===== config.mk =====
export PLATFORM = sky130hd
export DESIGN_NAME = nx_indirect_mem_arbiter_flat
export DESIGN_NICKNAME = d
export VERILOG_FILES = /design/src/rtl/nx_indirect_mem_arbiter_if.sv /design/src/rtl/nx_indirect_mem_arbiter.sv /design/src/flat_wrapper.sv
export SDC_FILE = /design/constraint.sdc
export NUM_CORES = 1
export LEC_CHECK = 0
export CORE_AREA = 2 2 104 106
export DETAILED_ROUTE_END_ITERATION = 6
export DIE_AREA = 0 0 106 108
export GPL_TIMING_DRIVEN = 0
export PLACE_DENSITY = 0.7
export SLEW_MARGIN = 25
export SYNTH_ARGS = -nofsm -noshare
export SYNTH_HDL_FRONTEND = slang
export SYNTH_SLANG_ARGS = --single-unit
export TNS_END_PERCENT = 10

===== constraint.sdc =====
create_clock -name clk -period 3.4 [get_ports clk]
set_input_delay 0.68 -clock clk [delete_from_list [all_inputs] [get_ports clk]]
set_output_delay 0.68 -clock clk [all_outputs]
set_load 0.03 [all_outputs]

===== src/rtl/nx_indirect_mem_arbiter_if.sv =====
// Bundle between the datapath/indirect controller, the arbiter and the memory macro.
// The slave modport is the arbiter's view; master is the requester/memory side.
interface nx_indirect_mem_arbiter_if #(
  parameter int unsigned N_ADDR_BITS = 10,
  parameter int unsigned N_DATA_BITS = 32
);
  localparam int unsigned STAT_W = 16;

  logic                   hw_cs;
  logic                   hw_we;
  logic [N_ADDR_BITS-1:0] hw_add;
  logic [N_DATA_BITS-1:0] hw_wdat;
  logic                   hw_stall;
  logic                   hw_rvld;
  logic [N_DATA_BITS-1:0] hw_rdat;

  logic                   sw_cs;
  logic                   sw_we;
  logic [N_ADDR_BITS-1:0] sw_add;
  logic [N_DATA_BITS-1:0] sw_wdat;
  logic                   sw_yield;
  logic                   sw_reset;
  logic                   sw_grant;
  logic [N_DATA_BITS-1:0] sw_rdat;

  logic                   mem_cs;
  logic                   mem_we;
  logic [N_ADDR_BITS-1:0] mem_add;
  logic [N_DATA_BITS-1:0] mem_wdat;
  logic [N_DATA_BITS-1:0] mem_rdat;

  logic [STAT_W-1:0]      stat_hw_stalls;
  logic [STAT_W-1:0]      stat_sw_waits;

  modport slave (
    input  hw_cs, hw_we, hw_add, hw_wdat,
    input  sw_cs, sw_we, sw_add, sw_wdat, sw_yield, sw_reset,
    input  mem_rdat,
    output hw_stall, hw_rvld, hw_rdat,
    output sw_grant, sw_rdat,
    output mem_cs, mem_we, mem_add, mem_wdat,
    output stat_hw_stalls, stat_sw_waits
  );

  modport master (
    output hw_cs, hw_we, hw_add, hw_wdat,
    output sw_cs, sw_we, sw_add, sw_wdat, sw_yield, sw_reset,
    output mem_rdat,
    input  hw_stall, hw_rvld, hw_rdat,
    input  sw_grant, sw_rdat,
    input  mem_cs, mem_we, mem_add, mem_wdat,
    input  stat_hw_stalls, stat_sw_waits
  );
endinterface


===== src/rtl/nx_indirect_mem_arbiter.sv =====
// Single-port RAM arbiter between datapath (hw) and indirect controller (sw), with read-return routing.
// Optional stall counters are built when NX_MEM_ARB_STATS_EN is defined.
module nx_indirect_mem_arbiter #(
  parameter int unsigned N_ADDR_BITS = 10,
  parameter int unsigned N_DATA_BITS = 32,
  parameter int unsigned RD_LATENCY  = 1,
  parameter int unsigned SW_BURST    = 4
) (
  input logic                    clk,
  input logic                    rst,
  nx_indirect_mem_arbiter_if.slave bus
);
  localparam int unsigned CNT_W  = $clog2(SW_BURST + 1);
  localparam int unsigned STAT_W = 16;

  typedef enum logic {HW_PRI = 1'b0, SW_PRI = 1'b1} state_e;

  typedef struct packed {
    logic vld;
    logic sw;
  } tag_t;

  state_e           state, state_nxt;
  logic [CNT_W-1:0] burst_cnt, burst_cnt_nxt;
  logic             sw_win, hw_win, yield_win;
  logic             hw_stall_c;
  tag_t             tag_q [RD_LATENCY];
  tag_t             tag_out;
  logic             hw_rvld_int;

  always_ff @(posedge clk or posedge rst) begin
    if (rst) begin
      state     <= HW_PRI;
      burst_cnt <= '0;
    end else begin
      state     <= state_nxt;
      burst_cnt <= burst_cnt_nxt;
    end
  end

  // Priority flips to sw only when a yield beats a live hw request; sw_reset freezes it.
  always_comb begin
    state_nxt     = state;
    burst_cnt_nxt = burst_cnt;
    if (!bus.sw_reset) begin
      case (state)
        HW_PRI: begin
          if (yield_win && bus.hw_cs) begin
            state_nxt     = SW_PRI;
            burst_cnt_nxt = CNT_W'(1);
          end
        end
        SW_PRI: begin
          if (!bus.sw_cs) begin
            state_nxt     = HW_PRI;
            burst_cnt_nxt = '0;
          end else if (sw_win) begin
            if (burst_cnt >= CNT_W'(SW_BURST - 1)) begin
              state_nxt     = HW_PRI;
              burst_cnt_nxt = '0;
            end else begin
              burst_cnt_nxt = burst_cnt + CNT_W'(1);
            end
          end
        end
        default: begin
          state_nxt     = HW_PRI;
          burst_cnt_nxt = '0;
        end
      endcase
    end
  end

  // Winner selection and memory strobe mux.
  always_comb begin
    sw_win       = 1'b0;
    hw_win       = 1'b0;
    yield_win    = 1'b0;
    bus.mem_cs   = 1'b0;
    bus.mem_we   = 1'b0;
    bus.mem_add  = '0;
    bus.mem_wdat = '0;
    if (bus.sw_reset) begin
      sw_win = bus.sw_cs;
    end else if (state == SW_PRI && bus.sw_cs) begin
      sw_win = 1'b1;
    end else if (bus.sw_cs && bus.sw_yield) begin
      sw_win    = 1'b1;
      yield_win = 1'b1;
    end else if (bus.hw_cs) begin
      hw_win = 1'b1;
    end else if (bus.sw_cs) begin
      sw_win = 1'b1;
    end
    if (sw_win) begin
      bus.mem_cs   = 1'b1;
      bus.mem_we   = bus.sw_we;
      bus.mem_add  = bus.sw_add;
      bus.mem_wdat = bus.sw_wdat;
    end else if (hw_win) begin
      bus.mem_cs   = 1'b1;
      bus.mem_we   = bus.hw_we;
      bus.mem_add  = bus.hw_add;
      bus.mem_wdat = bus.hw_wdat;
    end
    hw_stall_c   = bus.hw_cs & ~hw_win;
    bus.hw_stall = hw_stall_c;
    bus.sw_grant = sw_win;
  end

  // Read tags travel alongside the memory latency so returns reach their owner.
  always_ff @(posedge clk or posedge rst) begin
    if (rst) begin
      for (int unsigned i = 0; i < RD_LATENCY; i++) tag_q[i] <= '0;
    end else begin
      tag_q[0].vld <= (sw_win | hw_win) & ~bus.mem_we;
      tag_q[0].sw  <= sw_win;
      for (int unsigned i = 1; i < RD_LATENCY; i++) tag_q[i] <= tag_q[i-1];
    end
  end

  assign tag_out     = tag_q[RD_LATENCY-1];
  assign hw_rvld_int = tag_out.vld & ~tag_out.sw;
  assign bus.hw_rvld = hw_rvld_int;
  assign bus.hw_rdat = hw_rvld_int ? bus.mem_rdat : '0;

  always_ff @(posedge clk or posedge rst) begin
    if (rst) begin
      bus.sw_rdat <= '0;
    end else if (tag_out.vld && tag_out.sw) begin
      bus.sw_rdat <= bus.mem_rdat;
    end
  end

`ifdef NX_MEM_ARB_STATS_EN
  logic [STAT_W-1:0] hw_stalls_q, sw_waits_q;

  // Saturating counters.
  always_ff @(posedge clk or posedge rst) begin
    if (rst) begin
      hw_stalls_q <= '0;
      sw_waits_q  <= '0;
    end else begin
      if (hw_stall_c && hw_stalls_q != '1) hw_stalls_q <= hw_stalls_q + STAT_W'(1);
      if (bus.sw_cs && !sw_win && sw_waits_q != '1) sw_waits_q <= sw_waits_q + STAT_W'(1);
    end
  end

  assign bus.stat_hw_stalls = hw_stalls_q;
  assign bus.stat_sw_waits  = sw_waits_q;
`else
  assign bus.stat_hw_stalls = '0;
  assign bus.stat_sw_waits  = '0;
`endif

endmodule


===== src/flat_wrapper.sv =====
// flat-port wrapper written by rule: the top's interface ports become plain ports
module nx_indirect_mem_arbiter_flat 
#(
  parameter int unsigned N_ADDR_BITS = 10,
  parameter int unsigned N_DATA_BITS = 32,
  parameter int unsigned RD_LATENCY  = 1,
  parameter int unsigned SW_BURST    = 4
)
  (clk, rst, bus_hw_cs, bus_hw_we, bus_hw_add, bus_hw_wdat, bus_sw_cs, bus_sw_we, bus_sw_add, bus_sw_wdat, bus_sw_yield, bus_sw_reset, bus_mem_rdat, bus_hw_stall, bus_hw_rvld, bus_hw_rdat, bus_sw_grant, bus_sw_rdat, bus_mem_cs, bus_mem_we, bus_mem_add, bus_mem_wdat, bus_stat_hw_stalls, bus_stat_sw_waits);
  nx_indirect_mem_arbiter_if #(.N_ADDR_BITS(N_ADDR_BITS), .N_DATA_BITS(N_DATA_BITS)) bus_i ();
  input logic clk;
  input logic rst;
  input wire logic [$bits(bus_i.hw_cs)-1:0] bus_hw_cs;
  input wire logic [$bits(bus_i.hw_we)-1:0] bus_hw_we;
  input wire logic [$bits(bus_i.hw_add)-1:0] bus_hw_add;
  input wire logic [$bits(bus_i.hw_wdat)-1:0] bus_hw_wdat;
  input wire logic [$bits(bus_i.sw_cs)-1:0] bus_sw_cs;
  input wire logic [$bits(bus_i.sw_we)-1:0] bus_sw_we;
  input wire logic [$bits(bus_i.sw_add)-1:0] bus_sw_add;
  input wire logic [$bits(bus_i.sw_wdat)-1:0] bus_sw_wdat;
  input wire logic [$bits(bus_i.sw_yield)-1:0] bus_sw_yield;
  input wire logic [$bits(bus_i.sw_reset)-1:0] bus_sw_reset;
  input wire logic [$bits(bus_i.mem_rdat)-1:0] bus_mem_rdat;
  output wire logic [$bits(bus_i.hw_stall)-1:0] bus_hw_stall;
  output wire logic [$bits(bus_i.hw_rvld)-1:0] bus_hw_rvld;
  output wire logic [$bits(bus_i.hw_rdat)-1:0] bus_hw_rdat;
  output wire logic [$bits(bus_i.sw_grant)-1:0] bus_sw_grant;
  output wire logic [$bits(bus_i.sw_rdat)-1:0] bus_sw_rdat;
  output wire logic [$bits(bus_i.mem_cs)-1:0] bus_mem_cs;
  output wire logic [$bits(bus_i.mem_we)-1:0] bus_mem_we;
  output wire logic [$bits(bus_i.mem_add)-1:0] bus_mem_add;
  output wire logic [$bits(bus_i.mem_wdat)-1:0] bus_mem_wdat;
  output wire logic [$bits(bus_i.stat_hw_stalls)-1:0] bus_stat_hw_stalls;
  output wire logic [$bits(bus_i.stat_sw_waits)-1:0] bus_stat_sw_waits;
  assign bus_i.hw_cs = bus_hw_cs;
  assign bus_i.hw_we = bus_hw_we;
  assign bus_i.hw_add = bus_hw_add;
  assign bus_i.hw_wdat = bus_hw_wdat;
  assign bus_i.sw_cs = bus_sw_cs;
  assign bus_i.sw_we = bus_sw_we;
  assign bus_i.sw_add = bus_sw_add;
  assign bus_i.sw_wdat = bus_sw_wdat;
  assign bus_i.sw_yield = bus_sw_yield;
  assign bus_i.sw_reset = bus_sw_reset;
  assign bus_i.mem_rdat = bus_mem_rdat;
  assign bus_hw_stall = bus_i.hw_stall;
  assign bus_hw_rvld = bus_i.hw_rvld;
  assign bus_hw_rdat = bus_i.hw_rdat;
  assign bus_sw_grant = bus_i.sw_grant;
  assign bus_sw_rdat = bus_i.sw_rdat;
  assign bus_mem_cs = bus_i.mem_cs;
  assign bus_mem_we = bus_i.mem_we;
  assign bus_mem_add = bus_i.mem_add;
  assign bus_mem_wdat = bus_i.mem_wdat;
  assign bus_stat_hw_stalls = bus_i.stat_hw_stalls;
  assign bus_stat_sw_waits = bus_i.stat_sw_waits;
  nx_indirect_mem_arbiter #(.N_ADDR_BITS(N_ADDR_BITS), .N_DATA_BITS(N_DATA_BITS), .RD_LATENCY(RD_LATENCY), .SW_BURST(SW_BURST)) u_core (.clk(clk), .rst(rst), .bus(bus_i));
endmodule

==> impl_metrics.ini <==
[outcome]
status = complete, no violations

[routing]
wl_per_cell_um = 17.46
first_pass_iters = 4
route.vias.total = 2695
ant_nets = 0
wirelength_um = 11110
drc = 0
drt_iter0_markers = 81
via_per_inst = 4.237

[worst_setup_path]
critPathKind = input pin to output pin
endpoint_kind = output pin
crit_path_top_delay_cell = clkdlybuf4s50_1
worstPathCellList = clkdlybuf4s50_1 -> nand2b_4 -> o31a_1 -> buf_6 -> a22o_1 -> clkdlybuf4s50_1
cpPeakStageDelay_ns = 0.63
crit_fanout = 9
cp_data_arrival_time_ns = 2.65
start_kind = input pin
crit_top_cell = clkdlybuf4s50_1
worst_ep_required_time_ns = 2.72

[sta]
drv_slew = 0
period_share_pct = 97.96
fin_ws_ns = 0.06945
finalHoldViolations = 0
rsz0062_at_grt = no
clock_skew_ns = 0.01043
whs_ns = 0.5041
setup_viol = 0
period_minus_slack_ns = 3.331
max_freq_mhz = 300.3

[layout]
regArea_sq_um = 950.9
final_nets = 624
multi_input_area_sq_um = 1244
drive_gt1_share_pct = 17.64
area_growth_syn_to_layout_pct = 109.9
fillers = 968

[global_routing]
antenna_found_initial = 0
grt_max_degree = 27
globalRouteOverflowTotal = 0
grt_pass1_vias = 2758
grt_first_pass_wirelength_um = 16130
grt_usage_pct = 18.59

[place]
dpl.hpwl_um = 9614
portBuffers = 233
place_congestion = 0.8991
post-place-ws_ns = -0.1890

[clock_network]
cts_tree = built
root_buffer = clkbuf_8
cts-buffers-inserted = 5
clkSinkCount = 38
htree_levels = 2
clkTransAtPathRegs_ns = 0.07
cts_hold_buf = 0
cts_buffer_depth = 2
clk-insertion-delay-late_ns = 0.29

[floorplan]
rows = 37
die_area_sq_um = 11450
fp.coreArea_sq_um = 10230
initial_core_util_pct = 23.95
ios = 267
dieHeight_um = 108
die_w_um = 106

[synth]
ys_seq_area_share_pct = 38.82
netlist_area_sq_um = 2450
syn_avg_cell_area_sq_um = 10.84
yosys_warnings = 0
synth_seq_cells = 38
synth.distinct_cells = 26
syn_inst = 226

[power]
p_int_mw = 1.345
p_clk_share_pct = 14.2
switchingPower_mw = 0.9219
p_leak_nw = 2.335
seqPwrFrac_pct = 28.9
ir_worst_vdd_mv = 0.2039
comb_power_share_pct = 57.0
switching_share_pct = 40.66
powerDensity_nw_per_um2 = 441.0

[run]
drv_cap = 0

[min_path]
hold_path.class = flop to flop
placed cells by master, fill, tap and decap left out:
| master | instances |
|---|---|
| buf_6 | 6 |
| nor3b_1 | 1 |
| o32a_1 | 1 |
| mux2_2 | 32 |
| clkinv_2 | 1 |
| nand2b_4 | 1 |
| clkdlybuf4s50_1 | 193 |
| inv_2 | 1 |
| nor2b_1 | 3 |
| and2_1 | 32 |
| buf_2 | 7 |
| nor2_1 | 2 |
| o31a_1 | 1 |
| nor2_4 | 1 |
| dfrtp_1 | 38 |
| inv_1 | 5 |
| diode_2 | 1 |
| a22o_1 | 44 |
| o21a_1 | 1 |
| a31oi_1 | 1 |
| dlymetal6s2s_1 | 1 |
| nand2b_1 | 1 |
| nand4_1 | 1 |
| dlygate4sd2_1 | 39 |
| clkbuf_8 | 6 |
| o21ai_0 | 2 |
| buf_4 | 32 |
| buf_12 | 1 |
| o41ai_1 | 2 |
| conb_1 | 32 |
| nand3_1 | 2 |
| ha_1 | 2 |
| clkbuf_1 | 4 |
| nand2_1 | 3 |
area by class of cell:
type	instances	share of cell area [%]
Tap cell	136	3.310
Timing Repair Buffer	234	44.85
Clock inverter	1	0.09735
Buffer	48	6.887
Antenna cell	1	0.04867
Inverter	6	0.4381
Clock buffer	7	1.679
Multi-Input combinational cell	165	24.19
Sequential cell	38	18.50
routing by layer:
layer / up-vias / share of wire (%) / GRT usage [%]
met2: 171 / 50 / 34.24
met1: 1220 / 36 / 20.20
met4: 0 / 1.7 / 4.699
met5: - / 0 / 0
li1: 1292 / - / -
met3: 12 / 12 / 6.932
final timing paths:
path | from | end | slack [ns] | cells past startpoint
min reg2reg | u_core.bus.sw_rdat[23] | u_core.bus.sw_rdat[23] | 0.50 | 1
max | bus_hw_cs | bus_mem_wdat[31] | 0.07 | 6
min in group asynchronous | rst | u_core.bus.sw_rdat[3] | 0.67 | 2
max in group asynchronous | rst | u_core.bus.sw_rdat[10] | 2.29 | 3
max reg2reg | u_core.burst_cnt[0] | u_core.burst_cnt[1] | 1.79 | 5
min | u_core.bus.sw_rdat[23] | u_core.bus.sw_rdat[23] | 0.50 | 1
flip-flops by register name, summed over array words and instances (netlist names):
name and count:
u_core.bus.sw_rdat 32, u_core.tag_out 2, u_core.state 1, u_core.burst_cnt 3
critical path: cells and delay by family:
family          cells  cell delay (ns)
buf+inv             3             1.38
compound gates      2             0.50
simple gates        1             0.09
timing repair:
| item | in CTS | in global routing |
|---|---|---|
| endpoints found under the setup margin | 40 | 1 |
| setup buffers | 0 | 0 |
| gates resized for setup | 40 | 1 |
kinds of logic (layout without fill, tap and decap cells):
kind of cell / count (synthesis) / after routing / synth area share [%]
AND/OR/NAND/NOR: 47 / 47 / 11.75
flip-flops: 38 / 38 / 38.82
multiplexers: 32 / 32 / 14.71
other: 1 / 33 / 0.1531
buffers and inverters: 54 / 296 / 15.37
AO/OA/AOI/OAI: 52 / 52 / 18.18
adder cells (fa/ha/maj): 2 / 2 / 1.021
cells in the mapped netlist (all sizes together):
cell	number	area (sq um)
nor3b	1	7.510
nand3	2	10.01
nor2	3	13.77
a31oi	1	6.260
dfrtp	38	950.9
o32a	1	10.01
o21ai	2	10.01
o41ai	2	17.52
inv	6	22.52
o21a	1	7.510
ha	2	25.02
nand4	1	6.260
a22o	44	385.4
nand2b	2	20.02
nand2	3	11.26
nor2b	3	18.77
o31a	1	8.760
mux2	32	360.4
conb	1	3.750
and2	32	200.2
buf	45	342.8
clkbuf	3	11.26
per-stage QoR:
stage | TNS (ns) | area (sq um) | util (%) | cells | total power, mW
6_report | 0 | 5141 | 50.25 | 636 | 2.267
5_1_grt | 0 | 5139 | 50.23 | 635 | 2.390
4_1_cts | 0 | 5136 | 50.20 | 635 | 2.293
3_5_place_dp | -4.709 | 5089 | 49.74 | 627 | 1.994
3_3_place_gp | -4.463 | 5069 | 49.54 | 626 | 1.974
2_1_floorplan | 0 | 2566 | - | 257 | 1.387
power by group through the flow:
stage / Sequential [mW] / Combinational (mW) / Clock [mW]
final: 0.654 / 1.29 / 0.321
after CTS: 0.654 / 1.30 / 0.338
after global routing: 0.672 / 1.36 / 0.357
after detailed placement: 0.663 / 1.33 / 0
after global placement: 0.657 / 1.32 / 0
after floorplan: 0.884 / 0.503 / 0
Power figures use the tool's default switching activity.
